## src/rtl/ppu_pkg.sv

```systemverilog
// ---------------------------------------------------------------------------
// ppu_pkg
// Shared definitions for the PPU VRAM CPU-side port:
//   - PPU register indices decoded from CPU address bits [2:0]
//   - palette page marker (high six pointer bits of the palette range)
//   - pointer increment amounts selected by PPUCTRL bit 2
//   - access FSM state encoding
// ---------------------------------------------------------------------------
package ppu_pkg;

    localparam logic [2:0] REG_PPUSTATUS = 3'd2;
    localparam logic [2:0] REG_PPUADDR   = 3'd6;
    localparam logic [2:0] REG_PPUDATA   = 3'd7;

    localparam logic [5:0] PAL_HI = 6'h3F;

    localparam int INC_ONE = 1;
    localparam int INC_ROW = 32;

    typedef enum logic [1:0] {
        IDLE    = 2'd0,
        WR      = 2'd1,
        RD_WAIT = 2'd2,
        RD_DONE = 2'd3
    } vram_state_e;

    // True when the top six pointer bits select the palette page.
    function automatic logic is_palette(input logic [5:0] hi_bits);
        return hi_bits == PAL_HI;
    endfunction

endpackage

```

## src/rtl/ppu_addr_latch.sv

```systemverilog
// ---------------------------------------------------------------------------
// ppu_addr_latch
// Holds the PPU address state: temporary address t, live pointer v and the
// PPUADDR write toggle w.
//   clk, rst   : clock, synchronous active-low reset
//   addr_wr    : accepted PPUADDR write this cycle (byte in wdata)
//   status_rd  : accepted PPUSTATUS read this cycle (clears the toggle)
//   inc_en     : advance v by 1 or 32 (selected by inc32)
//   inc32      : PPUCTRL bit 2
//   wdata      : CPU write data
//   v          : current VRAM pointer
// Only one of addr_wr / status_rd / inc_en is asserted at a time by the
// owning FSM; the priority below just makes that explicit.
// ---------------------------------------------------------------------------
module ppu_addr_latch
    import ppu_pkg::*;
#(
    parameter int ADDR_W = 14
) (
    input  logic              clk,
    input  logic              rst,
    input  logic              addr_wr,
    input  logic              status_rd,
    input  logic              inc_en,
    input  logic              inc32,
    input  logic [7:0]        wdata,
    output logic [ADDR_W-1:0] v
);

    logic [ADDR_W-1:0] t_q, t_d;
    logic [ADDR_W-1:0] v_q, v_d;
    logic              w_q, w_d;
    logic [ADDR_W-1:0] inc_amt;

    always_comb begin
        t_d     = t_q;
        v_d     = v_q;
        w_d     = w_q;
        inc_amt = inc32 ? ADDR_W'(INC_ROW) : ADDR_W'(INC_ONE);

        if (addr_wr) begin
            if (!w_q) begin
                // First write: high pointer bits only, low byte of t kept.
                t_d[ADDR_W-1:8] = wdata[ADDR_W-9:0];
                w_d             = 1'b1;
            end else begin
                // Second write: complete t and copy it into v in one step.
                t_d[7:0] = wdata;
                v_d      = {t_q[ADDR_W-1:8], wdata};
                w_d      = 1'b0;
            end
        end else if (status_rd) begin
            w_d = 1'b0;
        end else if (inc_en) begin
            // Natural wrap at ADDR_W bits gives the modulo increment.
            v_d = v_q + inc_amt;
        end
    end

    always_ff @(posedge clk) begin
        if (!rst) begin
            t_q <= '0;
            v_q <= '0;
            w_q <= 1'b0;
        end else begin
            t_q <= t_d;
            v_q <= v_d;
            w_q <= w_d;
        end
    end

    assign v = v_q;

    // Write-data bits above the pointer width are never stored.
    if (ADDR_W < 16) begin : g_unused_hi
        logic unused_wdata_hi;
        assign unused_wdata_hi = ^wdata[7:ADDR_W-8];
    end

endmodule

```

## src/rtl/ppu_vram_port.sv

```systemverilog
// ---------------------------------------------------------------------------
// ppu_vram_port
// CPU-facing initiator for the PPU memory's CPU-side port. Decodes accesses
// to PPUSTATUS ($2002), PPUADDR ($2006) and PPUDATA ($2007), keeps the
// PPUDATA read buffer and sequences single accesses into the PPU memory.
//
// Ports:
//   clk, rst          : clock, synchronous active-low reset
//   reg_sel           : PPU register index (CPU address bits [2:0])
//   reg_wr, reg_rd    : single-cycle CPU strobes (write wins if both)
//   reg_wdata         : CPU write data
//   inc32             : pointer increment 32 when 1, else 1
//   reg_rdata         : PPUDATA read result, qualified by reg_rdata_valid
//   busy              : access in flight; strobes are dropped while high
//   vram_cpu_addr     : memory address, zero-extended pointer
//   vram_cpu_data_in  : memory write data
//   vram_write_en     : memory write enable (only in WR)
//   vram_cpu_data_out : registered read data from memory
//
// Parameters: ADDR_W pointer width, RD_LAT memory read latency in edges.
// Build option: VRAM_PORT_PAL_BYPASS_EN - palette-page reads return memory
// data directly instead of the previous buffer content.
// ---------------------------------------------------------------------------
module ppu_vram_port
    import ppu_pkg::*;
#(
    parameter int ADDR_W = 14,
    parameter int RD_LAT = 1
) (
    input  logic        clk,
    input  logic        rst,
    input  logic [2:0]  reg_sel,
    input  logic        reg_wr,
    input  logic        reg_rd,
    input  logic [7:0]  reg_wdata,
    input  logic        inc32,
    output logic [7:0]  reg_rdata,
    output logic        reg_rdata_valid,
    output logic        busy,
    output logic [15:0] vram_cpu_addr,
    output logic [7:0]  vram_cpu_data_in,
    output logic        vram_write_en,
    input  logic [7:0]  vram_cpu_data_out
);

    localparam int CNT_W = (RD_LAT > 1) ? $clog2(RD_LAT) : 1;

    vram_state_e       state_q, state_d;
    logic [CNT_W-1:0]  lat_q, lat_d;
    logic [7:0]        wdata_q, wdata_d;
    logic [7:0]        rbuf_q, rbuf_d;
    logic [7:0]        rdata_q, rdata_d;
    logic              valid_q, valid_d;

    logic              addr_wr;
    logic              status_rd;
    logic              inc_en;
    logic              pal_bypass;
    logic              addr_active;
    logic [ADDR_W-1:0] v;

    ppu_addr_latch #(
        .ADDR_W (ADDR_W)
    ) u_addr_latch (
        .clk       (clk),
        .rst       (rst),
        .addr_wr   (addr_wr),
        .status_rd (status_rd),
        .inc_en    (inc_en),
        .inc32     (inc32),
        .wdata     (reg_wdata),
        .v         (v)
    );

`ifdef VRAM_PORT_PAL_BYPASS_EN
    assign pal_bypass = is_palette(v[ADDR_W-1 -: 6]);
`else
    assign pal_bypass = 1'b0;
`endif

    always_comb begin
        state_d   = state_q;
        lat_d     = lat_q;
        wdata_d   = wdata_q;
        rbuf_d    = rbuf_q;
        rdata_d   = rdata_q;
        valid_d   = 1'b0;
        addr_wr   = 1'b0;
        status_rd = 1'b0;
        inc_en    = 1'b0;

        case (state_q)
            IDLE: begin
                // A write strobe shadows a simultaneous read strobe.
                if (reg_wr) begin
                    if (reg_sel == REG_PPUADDR) begin
                        addr_wr = 1'b1;
                    end else if (reg_sel == REG_PPUDATA) begin
                        wdata_d = reg_wdata;
                        state_d = WR;
                    end
                end else if (reg_rd) begin
                    if (reg_sel == REG_PPUSTATUS) begin
                        status_rd = 1'b1;
                    end else if (reg_sel == REG_PPUDATA) begin
                        lat_d   = CNT_W'(RD_LAT - 1);
                        state_d = RD_WAIT;
                    end
                end
            end
            WR: begin
                inc_en  = 1'b1;
                state_d = IDLE;
            end
            RD_WAIT: begin
                // Hold the address for RD_LAT cycles so the memory's
                // registered output reflects v by the time RD_DONE samples.
                if (lat_q == '0) begin
                    state_d = RD_DONE;
                end else begin
                    lat_d = lat_q - 1'b1;
                end
            end
            RD_DONE: begin
                valid_d = 1'b1;
                rdata_d = pal_bypass ? vram_cpu_data_out : rbuf_q;
                rbuf_d  = vram_cpu_data_out;
                inc_en  = 1'b1;
                state_d = IDLE;
            end
            default: begin
                state_d = IDLE;
            end
        endcase
    end

    always_ff @(posedge clk) begin
        if (!rst) begin
            state_q <= IDLE;
            lat_q   <= '0;
            wdata_q <= 8'h00;
            rbuf_q  <= 8'h00;
            rdata_q <= 8'h00;
            valid_q <= 1'b0;
        end else begin
            state_q <= state_d;
            lat_q   <= lat_d;
            wdata_q <= wdata_d;
            rbuf_q  <= rbuf_d;
            rdata_q <= rdata_d;
            valid_q <= valid_d;
        end
    end

    // The address is only presented while an access is in flight.
    assign addr_active = (state_q != IDLE);

    for (genvar gi = 0; gi < 16; gi++) begin : g_addr
        if (gi < ADDR_W) begin : g_ptr_bit
            assign vram_cpu_addr[gi] = addr_active & v[gi];
        end else begin : g_zero_bit
            assign vram_cpu_addr[gi] = 1'b0;
        end
    end

    assign vram_write_en    = (state_q == WR);
    assign vram_cpu_data_in = vram_write_en ? wdata_q : 8'h00;
    assign busy             = addr_active;
    assign reg_rdata        = rdata_q;
    assign reg_rdata_valid  = valid_q;

endmodule

```

## config.mk

```make
export PLATFORM = sky130hd
export DESIGN_NAME = ppu_vram_port
export DESIGN_NICKNAME = d
export VERILOG_FILES = /design/src/rtl/ppu_pkg.sv /design/src/rtl/ppu_addr_latch.sv /design/src/rtl/ppu_vram_port.sv
export SDC_FILE = /design/constraint.sdc
export NUM_CORES = 1
export LEC_CHECK = 0
export BUFFER_PORTS_ARGS = -buffer_cell sky130_fd_sc_hd__buf_2
export CAP_MARGIN = 0
export CORE_MARGIN = 5
export CORE_UTILIZATION = 45
export CTS_CLUSTER_SIZE = 28
export DETAILED_ROUTE_END_ITERATION = 6
export PLACE_DENSITY_LB_ADDON = 0.1
export SETUP_SLACK_MARGIN = 0.2
export SLEW_MARGIN = 25
export SYNTH_ARGS = -nofsm -noshare
export SYNTH_HDL_FRONTEND = slang
export SYNTH_SLANG_ARGS = --single-unit
export TNS_END_PERCENT = 1
```

## constraint.sdc

```tcl
create_clock -name clk -period 2.3 [get_ports clk]
set_input_delay 0.23 -clock clk [delete_from_list [all_inputs] [get_ports clk]]
set_output_delay 0.23 -clock clk [all_outputs]
set_load 0.1 [all_outputs]
```

==> results.sh <==
export IMPL_outcome="finished, final reports clean"
export IMPL_fp_dieW_um=83.4
export IMPL_syn_avg_cell_area_um2=8.01
export IMPL_finalCritPeriodShare_pct=82.8
export IMPL_ys_async_sr_fraction_pct=0
export IMPL_portBuffers=56
export IMPL_whs_ps=149
export IMPL_synthCells=303
export IMPL_p_int_mw=1.24
export IMPL_grt_max_degree=27
export IMPL_cp_end_kind="primary output"
export IMPL_layout_commonest_cell="nand2_1"
export IMPL_worstPathRequired_ps=2070
export IMPL_seq_area_um2=961
export IMPL_dieArea_um2=6960
export IMPL_p_comb_share_pct=10.9
export IMPL_ys_seq_elements=48
export IMPL_crit_type="register to primary output"
export IMPL_ios=59
export IMPL_mostFrequentLayoutCells="nand2_1 (52), dfxtp_1 (48), buf_2 (47)"
export IMPL_yosys_most_used_dff="dfxtp_1"
export IMPL_cts_htree_levels=2
export IMPL_slew_limit_headroom_pct=61.6
export IMPL_skew_ps=12.1
export IMPL_finalPower_mw=1.68
export IMPL_antenna_diode_count=0
export IMPL_place_gp_congestion=0.877
export IMPL_drive_above_1_share_pct=22.4
export IMPL_worstPathMaxFanout=15
export IMPL_antenna_left=0
export IMPL_hpwlAfterDp_um=4420
export IMPL_area_growth_pct=23.3
export IMPL_clkTransAtPathRegs_ps=100
export IMPL_start_util_pct=46.9
export IMPL_setup_tns_ps=0
export IMPL_finish_instance_area_um2=2990
export IMPL_cts_sinks=48
export IMPL_swShare_pct=26.2
export IMPL_cap_violations=0
export IMPL_seq_power_share_pct=51.7
export IMPL_cts_tree="built"
export IMPL_final_hold_viol_count=0
export IMPL_power_switching_uw=439
export IMPL_grt_overflow_total=0
export IMPL_fillCellCount=507
export IMPL_root_buffer="clkbuf_8"
export IMPL_insertion_delay_ps=300
export IMPL_cts_hold_buf=0
export IMPL_slew_viol_final=0
export IMPL_wl_per_cell_um=14.2
export IMPL_p_per_area_nw_per_um2=561
export IMPL_cts_buffers=5
export IMPL_vdd_ir_drop_max_v=0.000376
export IMPL_ys_types=41
export IMPL_netlist_area_um2=2430
export IMPL_hold_path_class="input pin to register"
export IMPL_rsz0062_at_grt="false"
export IMPL_stdcell_count=423
export IMPL_vias=2252
export IMPL_fmax_mhz=525
export IMPL_worst_pin_slew_ps=575
export IMPL_multi_input_area_um2=1350
export IMPL_dp_cells=415
export IMPL_vias_per_cell=5.32
export IMPL_place_area_um2=2870
export IMPL_grt_pass1_vias=2167
export IMPL_dr_first_iter_drc_count=165
export IMPL_grt_pass1_wl_um=10200
export IMPL_yosysWarnings=0
export IMPL_min_period_ps=1900
export IMPL_cp_data_arrival_time_ps=1670
export IMPL_clock_power_share_pct=37.5
export IMPL_post_cts_buffers=0
export IMPL_routed_wl_um=6010
export IMPL_p_leak_nw=1.14
export IMPL_nets=379
export IMPL_rows=26
export IMPL_core_um2=5170
export IMPL_first_pass_iters=4
export IMPL_die_height_um=83.4
export IMPL_ys_seq_area_share_pct=39.6
export IMPL_post_route_drc_count=0
export IMPL_crit_path_start_kind="register"
export IMPL_finalSetupViolCount=0
export IMPL_track_usage_pct=17.5
export IMPL_synth_edff_count=0
export IMPL_grt_antenna_before_repair=0
export IMPL_clock_path_buffers=2
[final timing paths]
path                                                startpoint                         endpoint  slack, ps  cells past startpoint
worst min register to register          rbuf_q[5]$_SDFFE_PN0P_        reg_rdata[5]$_SDFFE_PN0P_        440                      2
worst min-delay path                      vram_cpu_data_out[7]           rbuf_q[7]$_SDFFE_PN0P_        150                      3
worst max register to register  u_addr_latch.v[0]$_SDFFE_PN0P_  u_addr_latch.v[10]$_SDFFE_PN0P_        400                      6
worst max-delay path                   state_q[0]$_SDFFE_PN0P_                 vram_cpu_addr[7]        400                      3
[cells by family after synthesis]
| kind of cell | after synthesis | share of synthesized area (%) |
|---|---|---|
| adder cells (fa/ha/maj) | 3 | 1.55 |
| multiplexers | 8 | 3.30 |
| AND/OR/NAND/NOR | 129 | 29.0 |
| other | 1 | 0.155 |
| AO/OA/AOI/OAI | 87 | 20.8 |
| XOR/XNOR | 1 | 0.361 |
| buffers and inverters | 26 | 5.16 |
| flip-flops | 48 | 39.6 |
[critical path: stages (launching register included)]
cell,delay (ps)
dfxtp_1,570
nor2_2,210
nor2b_1,150
buf_2,430
[metal layers]
metal / global-route usage, % / up-vias / routed length (um)
met2: 28.5 / 54 / 2760
met3: 4.26 / 9 / 301
met5: 0 / - / 0
met4: 4.53 / 0 / 73
li1: - / 1158 / -
met1: 23.1 / 1031 / 2880
[synth_stat cells, drive strengths merged, types with 8 or more instances]
cell type | instances | area share (%)
a21oi | 46 | 9.5
nor2 | 16 | 2.8
and2 | 11 | 2.8
o21ai | 15 | 3.1
nor2b | 15 | 3.9
buf | 11 | 2.8
clkbuf | 10 | 1.5
mux2i | 8 | 3.3
nand2 | 52 | 8.0
dfxtp | 48 | 40
[metrics by stage]
stage / utilization [%] / setup slack [ps]
after global placement: 55.5 / 402
after CTS: 57.8 / 365
after global routing: 57.8 / 219
after floorplan: - / -164
final: 57.8 / 395
after detailed placement: 55.5 / 357
[what timing repair did]
| item | in CTS | in global routing |
|---|---|---|
| endpoints found under the hold margin | 0 | 0 |
| gates cloned | 0 | 0 |
| gates resized for setup | 1 | 1 |
| pin swaps | 0 | 0 |
| setup endpoints to repair | 15 | 1 |
[area by class of cell]
type	instances	area share (%)
clock buffers	5	2.30
clock inverters	3	1.55
inverters	5	0.627
multi-input cells	230	45.1
flip-flops and latches	48	32.1
well taps	70	2.93
repair buffers	62	15.4
[registers in the layout (all words and copies together), names as in the netlist]
register / cells
rbuf_q: 8
reg_rdata: 8
reg_rdata_valid: 1
state_q: 2
u_addr_latch.t_q: 6
u_addr_latch.v: 14
u_addr_latch.w_q: 1
wdata_q: 8
[power by group through the flow]
stage	combinational (mW)	sequential [mW]	clock, mW
floorplan	0.130	0.878	0
global placement	0.180	0.885	0
detailed placement	0.181	0.886	0
CTS	0.182	0.866	0.652
global route	0.199	0.870	0.680
finish	0.182	0.867	0.629
No activity file was read; power rests on OpenSTA's default activity.
